$ cat config.mk
export PLATFORM = sky130hd
export DESIGN_NAME = nibble_serial_add_ctrl
export DESIGN_NICKNAME = d
export VERILOG_FILES = /design/src/rtl/nibble_add_pkg.sv /design/src/rtl/nibble_add_slice.sv /design/src/rtl/nibble_serial_add_ctrl.sv
export SDC_FILE = /design/constraint.sdc
export NUM_CORES = 1
export LEC_CHECK = 0
export ABC_AREA = 1
export BUFFER_PORTS_ARGS = -buffer_cell sky130_fd_sc_hd__buf_2
export CAP_MARGIN = 20
export CORE_UTILIZATION = 49
export DETAILED_ROUTE_END_ITERATION = 10
export PLACE_DENSITY = 0.86
export SYNTH_ARGS = -nofsm -noshare
export SYNTH_HDL_FRONTEND = slang
export SYNTH_SLANG_ARGS = --single-unit
$ cat constraint.sdc
create_clock -name clk -period 3 [get_ports clk]
set_input_delay 0.45 -clock clk [delete_from_list [all_inputs] [get_ports clk]]
set_output_delay 0.45 -clock clk [all_outputs]
set_load 0.01 [all_outputs]
$ cat src/rtl/nibble_add_pkg.sv
// Shared constants, FSM state type and sizing helper for the nibble-serial adder.
package nibble_add_pkg;

  localparam int unsigned NIBBLE_W = 4;

  typedef enum logic [1:0] {
    ST_IDLE = 2'd0,
    ST_RUN  = 2'd1,
    ST_DONE = 2'd2
  } state_e;

  function automatic int unsigned nibbles_of(input int unsigned width);
    return width / NIBBLE_W;
  endfunction

endpackage

$ cat src/rtl/nibble_add_slice.sv
// Combinational 4-bit ripple-carry adder slice with carry in and carry out.
module nibble_add_slice
  import nibble_add_pkg::*;
(
  input  logic [NIBBLE_W-1:0] a,
  input  logic [NIBBLE_W-1:0] b,
  input  logic                cin,
  output logic [NIBBLE_W-1:0] sum,
  output logic                cout
);

  logic [NIBBLE_W:0] carry;

  always_comb begin
    carry    = '0;
    sum      = '0;
    carry[0] = cin;
    for (int i = 0; i < int'(NIBBLE_W); i++) begin
      sum[i]       = a[i] ^ b[i] ^ carry[i];
      carry[i + 1] = (a[i] & b[i]) | (carry[i] & (a[i] ^ b[i]));
    end
    cout = carry[NIBBLE_W];
  end

endmodule

$ cat src/rtl/nibble_serial_add_ctrl.sv
// WIDTH-bit adder that reuses one nibble slice per cycle, LSB nibble first.
// Optional subtract mode (A - B) is enabled by defining NIBBLE_SERIAL_SUB_EN.
module nibble_serial_add_ctrl
  import nibble_add_pkg::*;
#(
  parameter int unsigned WIDTH = 16
) (
  input  logic             clk,
  input  logic             rst,
  input  logic             in_valid,
  output logic             in_ready,
  input  logic [WIDTH-1:0] in_a,
  input  logic [WIDTH-1:0] in_b,
`ifdef NIBBLE_SERIAL_SUB_EN
  input  logic             in_sub,
`endif
  output logic             out_valid,
  input  logic             out_ready,
  output logic [WIDTH-1:0] out_sum,
  output logic             out_cout,
  output logic             busy
);

  localparam int unsigned NIBBLES = nibbles_of(WIDTH);
  localparam int unsigned IDX_W   = (NIBBLES > 1) ? $clog2(NIBBLES) : 1;
  localparam logic [IDX_W-1:0] IDX_LAST = IDX_W'(NIBBLES - 1);

  generate
    if ((WIDTH < NIBBLE_W) || ((WIDTH % NIBBLE_W) != 0)) begin : g_width_chk
      $error("nibble_serial_add_ctrl: WIDTH must be a non-zero multiple of 4");
    end
  endgenerate

  state_e state, state_nxt;

  logic [WIDTH-1:0] a_q, a_nxt;
  logic [WIDTH-1:0] b_q, b_nxt;
  logic [WIDTH-1:0] result_q, result_nxt;
  logic             carry_q, carry_nxt;
  logic [IDX_W-1:0] idx_q, idx_nxt;
  logic [WIDTH-1:0] sum_nxt;
  logic             cout_nxt;
  logic             in_ready_nxt;
  logic             out_valid_nxt;
  logic             busy_nxt;

  logic                sub_c;
  logic [NIBBLE_W-1:0] nib_a_c;
  logic [NIBBLE_W-1:0] nib_b_c;
  logic [NIBBLE_W-1:0] nib_sum_c;
  logic                nib_cout_c;

`ifdef NIBBLE_SERIAL_SUB_EN
  assign sub_c = in_sub;
`else
  assign sub_c = 1'b0;
`endif

  // Select the operand nibbles addressed by the pass index.
  always_comb begin
    nib_a_c = '0;
    nib_b_c = '0;
    for (int unsigned n = 0; n < NIBBLES; n++) begin
      if (idx_q == IDX_W'(n)) begin
        nib_a_c = a_q[n*NIBBLE_W +: NIBBLE_W];
        nib_b_c = b_q[n*NIBBLE_W +: NIBBLE_W];
      end
    end
  end

  nibble_add_slice u_slice (
    .a    (nib_a_c),
    .b    (nib_b_c),
    .cin  (carry_q),
    .sum  (nib_sum_c),
    .cout (nib_cout_c)
  );

  // State register and all datapath / output registers.
  always_ff @(posedge clk) begin
    if (rst) begin
      state     <= ST_IDLE;
      a_q       <= '0;
      b_q       <= '0;
      result_q  <= '0;
      carry_q   <= 1'b0;
      idx_q     <= '0;
      out_sum   <= '0;
      out_cout  <= 1'b0;
      in_ready  <= 1'b1;
      out_valid <= 1'b0;
      busy      <= 1'b0;
    end else begin
      state     <= state_nxt;
      a_q       <= a_nxt;
      b_q       <= b_nxt;
      result_q  <= result_nxt;
      carry_q   <= carry_nxt;
      idx_q     <= idx_nxt;
      out_sum   <= sum_nxt;
      out_cout  <= cout_nxt;
      in_ready  <= in_ready_nxt;
      out_valid <= out_valid_nxt;
      busy      <= busy_nxt;
    end
  end

  // Next-state and datapath update.
  always_comb begin
    state_nxt  = state;
    a_nxt      = a_q;
    b_nxt      = b_q;
    result_nxt = result_q;
    carry_nxt  = carry_q;
    idx_nxt    = idx_q;
    sum_nxt    = out_sum;
    cout_nxt   = out_cout;

    case (state)
      ST_IDLE: begin
        if (in_valid && in_ready) begin
          a_nxt      = in_a;
          b_nxt      = sub_c ? ~in_b : in_b;
          carry_nxt  = sub_c;
          idx_nxt    = '0;
          result_nxt = '0;
          state_nxt  = ST_RUN;
        end
      end
      ST_RUN: begin
        for (int unsigned n = 0; n < NIBBLES; n++) begin
          if (idx_q == IDX_W'(n)) begin
            result_nxt[n*NIBBLE_W +: NIBBLE_W] = nib_sum_c;
          end
        end
        carry_nxt = nib_cout_c;
        if (idx_q == IDX_LAST) begin
          idx_nxt   = '0;
          sum_nxt   = result_nxt;
          cout_nxt  = nib_cout_c;
          state_nxt = ST_DONE;
        end else begin
          idx_nxt = idx_q + IDX_W'(1);
        end
      end
      ST_DONE: begin
        if (out_ready) begin
          state_nxt = ST_IDLE;
        end
      end
      default: begin
        state_nxt = ST_IDLE;
      end
    endcase

    // Handshake outputs are registered copies of the upcoming state.
    in_ready_nxt  = (state_nxt == ST_IDLE);
    out_valid_nxt = (state_nxt == ST_DONE);
    busy_nxt      = (state_nxt != ST_IDLE);
  end

endmodule
# Word-level counts from Yosys, hierarchy flattened
# Cells that the tools add are included.
[totals]
out_inout_bits = 20
wordCells = 71
rom_bits = 0
latchBits = 0
mem_bits_rw = 0
memories = 0
reg_bits = 73
[op_classes]
muxes = 23
reduce_logical = 9
div = 0
mul = 0
eq_ne = 7
bitwise_logic = 20
shift = 0
addsub = 1
n_lt_le_gt_ge = 0
[op_table]
columns = ["operator", "n"]
rows = [
  ["$mux W4", 12],
  ["$pmux W16 S2", 1],
  ["$mux W16", 1],
  ["$mux W2", 5],
  ["$and A1 B1 Y1", 8],
  ["$eq A2 B2 Y1 const B", 4],
  ["$xor A1 B1 Y1", 8],
  ["$logic_not A2 Y1", 3],
  ["$pmux W2 S3", 1],
  ["$reduce_and A2 Y1", 3],
  ["$eq A2 B1 Y1 const B", 2],
  ["$or A1 B1 Y1", 4],
  ["$pmux W2 S2", 1],
  ["$reduce_bool A2 Y1", 2],
  ["$add A2 B1 Y2 const B", 1],
  ["$ne A2 B2 Y1 const B", 1],
  ["$pmux W1 S2", 1],
  ["$logic_and A1 B1 Y1", 1],
  ["$mux W1", 1],
]

# Logic depth before layout (Yosys ltp)
[logic_depth]
word_depth = 15
ltp_mapped = 18

# Hierarchy
# Synthesis repeated with hierarchy kept, for this count alone.
[unflattened]
cells_unflattened = 452
area_unflattened_um2 = 3138.0
[modules_own_cells]
columns = ["module", "n_inst", "cells_per_inst", "area_each_um2"]
rows = [
  ["nibble_serial_add_ctrl", 1, 438, 3020.4],
  ["nibble_add_slice", 1, 14, 117.6],
]

# Least setup slack after synthesis
# Ideal clock, no wire load.
[synth_path]
path_type = "register to register"
start = "register idx_q[0]"
end = "register out_sum[11]"
setup_ps = 71
setup_slack_ps = -3
path_stages_with_launch = 19
t_required_ps = 2929
arrival_time_ps = 2932
n_path_buf = 0
cell_sequence = "dfxtp_1 -> inv_1 -> ha_1 -> inv_1 -> nor2_1 -> nand2_1 -> nand2_1 -> nand2_1 -> nand2_1 -> fa_1 -> inv_1 -> fa_1 -> inv_1 -> fa_1 -> fa_1 -> nand2_1 -> nand2_1 -> nand2_1 -> a21oi_1"
[synth_between]
elab_chain_len = 14
word_cells_on_any_way = 28
[synth_rtl]
columns = ["element", "line", "rtl"]
rows = [
  ["start, declared", "nibble_serial_add_ctrl.sv:40", "logic [IDX_W-1:0] idx_q, idx_nxt;"],
  ["start signal, assigned", "nibble_serial_add_ctrl.sv:99", "idx_q <= idx_nxt;"],
  ["$logic_not A2 Y1", "nibble_serial_add_ctrl.sv:64", "if (idx_q == IDX_W'(n)) begin"],
  ["$mux W4 (4 in series)", "nibble_serial_add_ctrl.sv:64", ""],
  ["$xor A1 B1 Y1", "nibble_add_slice.sv:20", "carry[i + 1] = (a[i] & b[i]) | (carry[i] & (a[i] ^ b[i]));"],
  ["$and A1 B1 Y1", "nibble_add_slice.sv:20", ""],
  ["$or A1 B1 Y1", "nibble_add_slice.sv:20", ""],
  ["$and A1 B1 Y1", "nibble_add_slice.sv:20", ""],
  ["$or A1 B1 Y1", "nibble_add_slice.sv:20", ""],
  ["$and A1 B1 Y1", "nibble_add_slice.sv:20", ""],
  ["$or A1 B1 Y1", "nibble_add_slice.sv:20", ""],
  ["$xor A1 B1 Y1", "nibble_add_slice.sv:19", "sum[i] = a[i] ^ b[i] ^ carry[i];"],
  ["$mux W4", "nibble_serial_add_ctrl.sv:132", "if (idx_q == IDX_W'(n)) begin"],
  ["end signal, assigned", "nibble_serial_add_ctrl.sv:100", "out_sum <= sum_nxt;"],
  ["end, declared", "nibble_serial_add_ctrl.sv:19", "output logic [WIDTH-1:0] out_sum,"],
]
# Parallel ways exist; a longest one is shown, timed or not.
# A chain may end at the register's enable or synchronous reset.

# Worst setup path in the final report
[layout_path]
start = "register idx_q[0]"
end = "register out_sum[7]"
# Same word-level chain as after synthesis.

==> flow_summary.toml <==
[cts]
root_buffer = "clkbuf_8"
cts_tree = "built"
hold_buffers = 0
cts_max_level = 3
cts.sinks = 69
clk_latency_ns = 0.35
clockBufferDepth = 2
clk_pin_slew_ns = 0.08
cts_made_buffers = 9

[detailed_routing]
dr.pass1.iters = 4
drt_iter0_markers = 243
drc_errors = 0
routed_wl_mm = 7.33
routedWlPerCell_um = 12.8
antenna_left = 0
vias = 2921
via_per_inst = 5.09

[sta]
hold_ws_ns = 0.345
slew_viol_final = 0
max_freq_mhz = 340
finClkSkew_ns = 0.00894
worstMarginPinSlew_ns = 0.730
hold_viol = 0
tns_ns = 0
period_share_pct = 98.1
slew-limit-headroom_pct = 51.3
setup-violations-final = 0
rsz0062_at_grt = "yes"
layout_min_cycle_time_ns = 2.94

[worst_setup_path]
cp_top_family = "adder cells"
end_kind = "flip-flop"
crit_path_start = "idx_q[0]"
critPathCapture = "out_sum[7]"
cpPeakStageDelay_ns = 0.57
crit_fanout = 6
reg2reg_depth = 17
setup.worst_path.class = "reg2reg"
reg2reg_slack_ns = 0.06
crit_buf_inv = 4
start_kind = "flip-flop"
required_ns = 3.29
worst_r2r_endpoint = "out_sum[7]"
crit_cells = 17
worst_path_max_delay_cell = "fa_2"
r2r-start = "idx_q[0]"
worstPathArrival_ns = 3.23
path_cells = "inv_6 > ha_4 > inv_2 > nor2_1 > nor2_1 > nand2_1 > nand2_2 > fa_2 > inv_2 > fa_2 > inv_2 > fa_2 > fa_2 > nand2_1 > nand2_1 > nand2_1 > a21oi_2"

[power_and_ir_drop]
power_uw = 2100
powerDensity_mw_per_mm2 = 562
vdd_drop_max_uv = 281
p_leak_uw = 0.00166

[run]
maxCapViolations = 0

[die]
coreArea_mm2 = 0.00596
start_util_pct = 51.1
ios = 56
die_h_um = 80.8
die_x_um = 80.8
fp-row-count = 28
die_area_mm2 = 0.00653

[finish]
final_nets = 538
drive_gt1_share_pct = 26.3
final_core_util_pct = 62.7
antennaDiodeCount = 0
area_growth_pct = 22.7

[yosys]
synth_top_cell_by_area = "dfxtp_1"
yosys-top-cells-count = "113 x nand2_1, 84 x nor2_1, 69 x dfxtp_1"
netlist-cell-type-count = 21
async_flop_share_pct = 0
synthTopCellsByArea = "dfxtp_1 45%, nand2_1 14%, nor2_1 10%"
synthesis.nets = 472
ys.warnings.count = 0
synth_top_flop_cell = "dfxtp_1"
ys_ff_latch = 69
synth_top_area_share_pct = 45.4
synth_edf_count = 0
avgSynthCellArea_um2 = 7.11
yosysMostFrequentCell = "nand2_1"
synth_cells = 428
synth-seq-area-share_pct = 45.4
syn_area_mm2 = 0.00304

[placement]
place_hpwl_mm = 5.02
io_buffers = 55
gp_congestion = 0.882

[global_route]
antenna_found_initial = 0
grt_pass1_vias = 2661
grt_usage_pct = 24.5
grt_pass1_wl_mm = 12.1
grt-ovfl-total = 0
grt_start_max_net_pins = 38

[worst_hold_path]
hp-class = "in2reg"

[run_status]
status = "complete, no violations"
-- metrics by stage --
stage / setup WS [ns] / area [um2] / cells
2_1_floorplan: 0.0107 / 3040 / 428
3_3_place_gp: -0.0506 / 3420 / 553
3_5_place_dp: -0.176 / 3420 / 553
4_1_cts: 0.000453 / 3660 / 570
5_1_grt: -0.128 / 3730 / 574
6_report: 0.0561 / 3730 / 574
-- how the worst min path moves through the flow --
stage | startpoint | endpoint | cells past startpoint | slack [ns]
final | in_b[10] | b_q[10] | 3 | 0.35
after global routing | in_a[13] | a_q[13] | 3 | 0.35
after CTS | in_b[10] | b_q[10] | 3 | 0.34
after detailed placement | out_sum[8] | out_sum[8] | 2 | 0.46
after global placement | out_sum[8] | out_sum[8] | 2 | 0.45
after floorplan | a_q[13] | a_q[13] | 2 | 0.45
-- worst min-delay path, cell delays in order --
cell	delay, ns
buf_2	0.07
o21ai_0	0.07
nor2_1	0.08
-- power by group --
| group | total [uW] | internal [uW] | switching (uW) |
|---|---|---|---|
| sequential | 1010 | 974 | 35.3 |
| clock | 687 | 341 | 346 |
| combinational | 404 | 164 | 239 |
-- what timing repair did --
| item | CTS | global route |
|---|---|---|
| pin swaps | 10 | 15 |
| setup buffers | 1 | 4 |
| gates resized for setup | 20 | 13 |
| endpoints found under the setup margin | 7 | 7 |
-- per-layer routing --
layer	up-vias	part of all wire, %	wire length (um)	GRT usage (%)
li1	1488	-	-	-
met3	16	6.2	457	6.18
met2	88	48	3530	41.4
met4	0	2.2	165	10.0
met5	-	0	0	0
met1	1329	43	3180	29.7
-- sequential cells by signal, summed over array words and instances (netlist names) --
name,count
out_valid,1
carry_q,1
result_q,12
a_q,16
b_q,16
out_sum,16
state,2
out_cout,1
in_ready,1
idx_q,2
busy,1
-- placed cells by master, fill, tap and decap left out, types with 5 or more instances in the layout --
cell type,n
nand2_1,111
nor2_1,82
dfxtp_1,67
buf_2,55
o21ai_0,39
a21oi_1,38
buf_4,28
nand3_1,20
clkbuf_8,11
inv_1,8
inv_2,7
nand2_2,5
-- area by class of cell --
| class | instances | area [um2] |
|---|---|---|
| fill | 543 | 2220 |
| multi-input combinational | 314 | 1520 |
| sequential | 69 | 1390 |
| timing repair buffer | 83 | 485 |
| clock buffer | 12 | 155 |
| tap | 75 | 93.8 |
| inverter | 17 | 71.3 |
| clock inverter | 4 | 22.5 |
-- kinds of logic after synthesis --
logic type / count (synthesis) / share of synthesized area (%)
and+or+nand+nor: 225 / 29.3
AOI/OAI and AO/OA: 81 / 13.4
DFF: 69 / 45.4
buffers and inverters: 45 / 7.61
adders and majority gates: 8 / 4.28
Note: power is estimated with default switching activity, not from simulation.
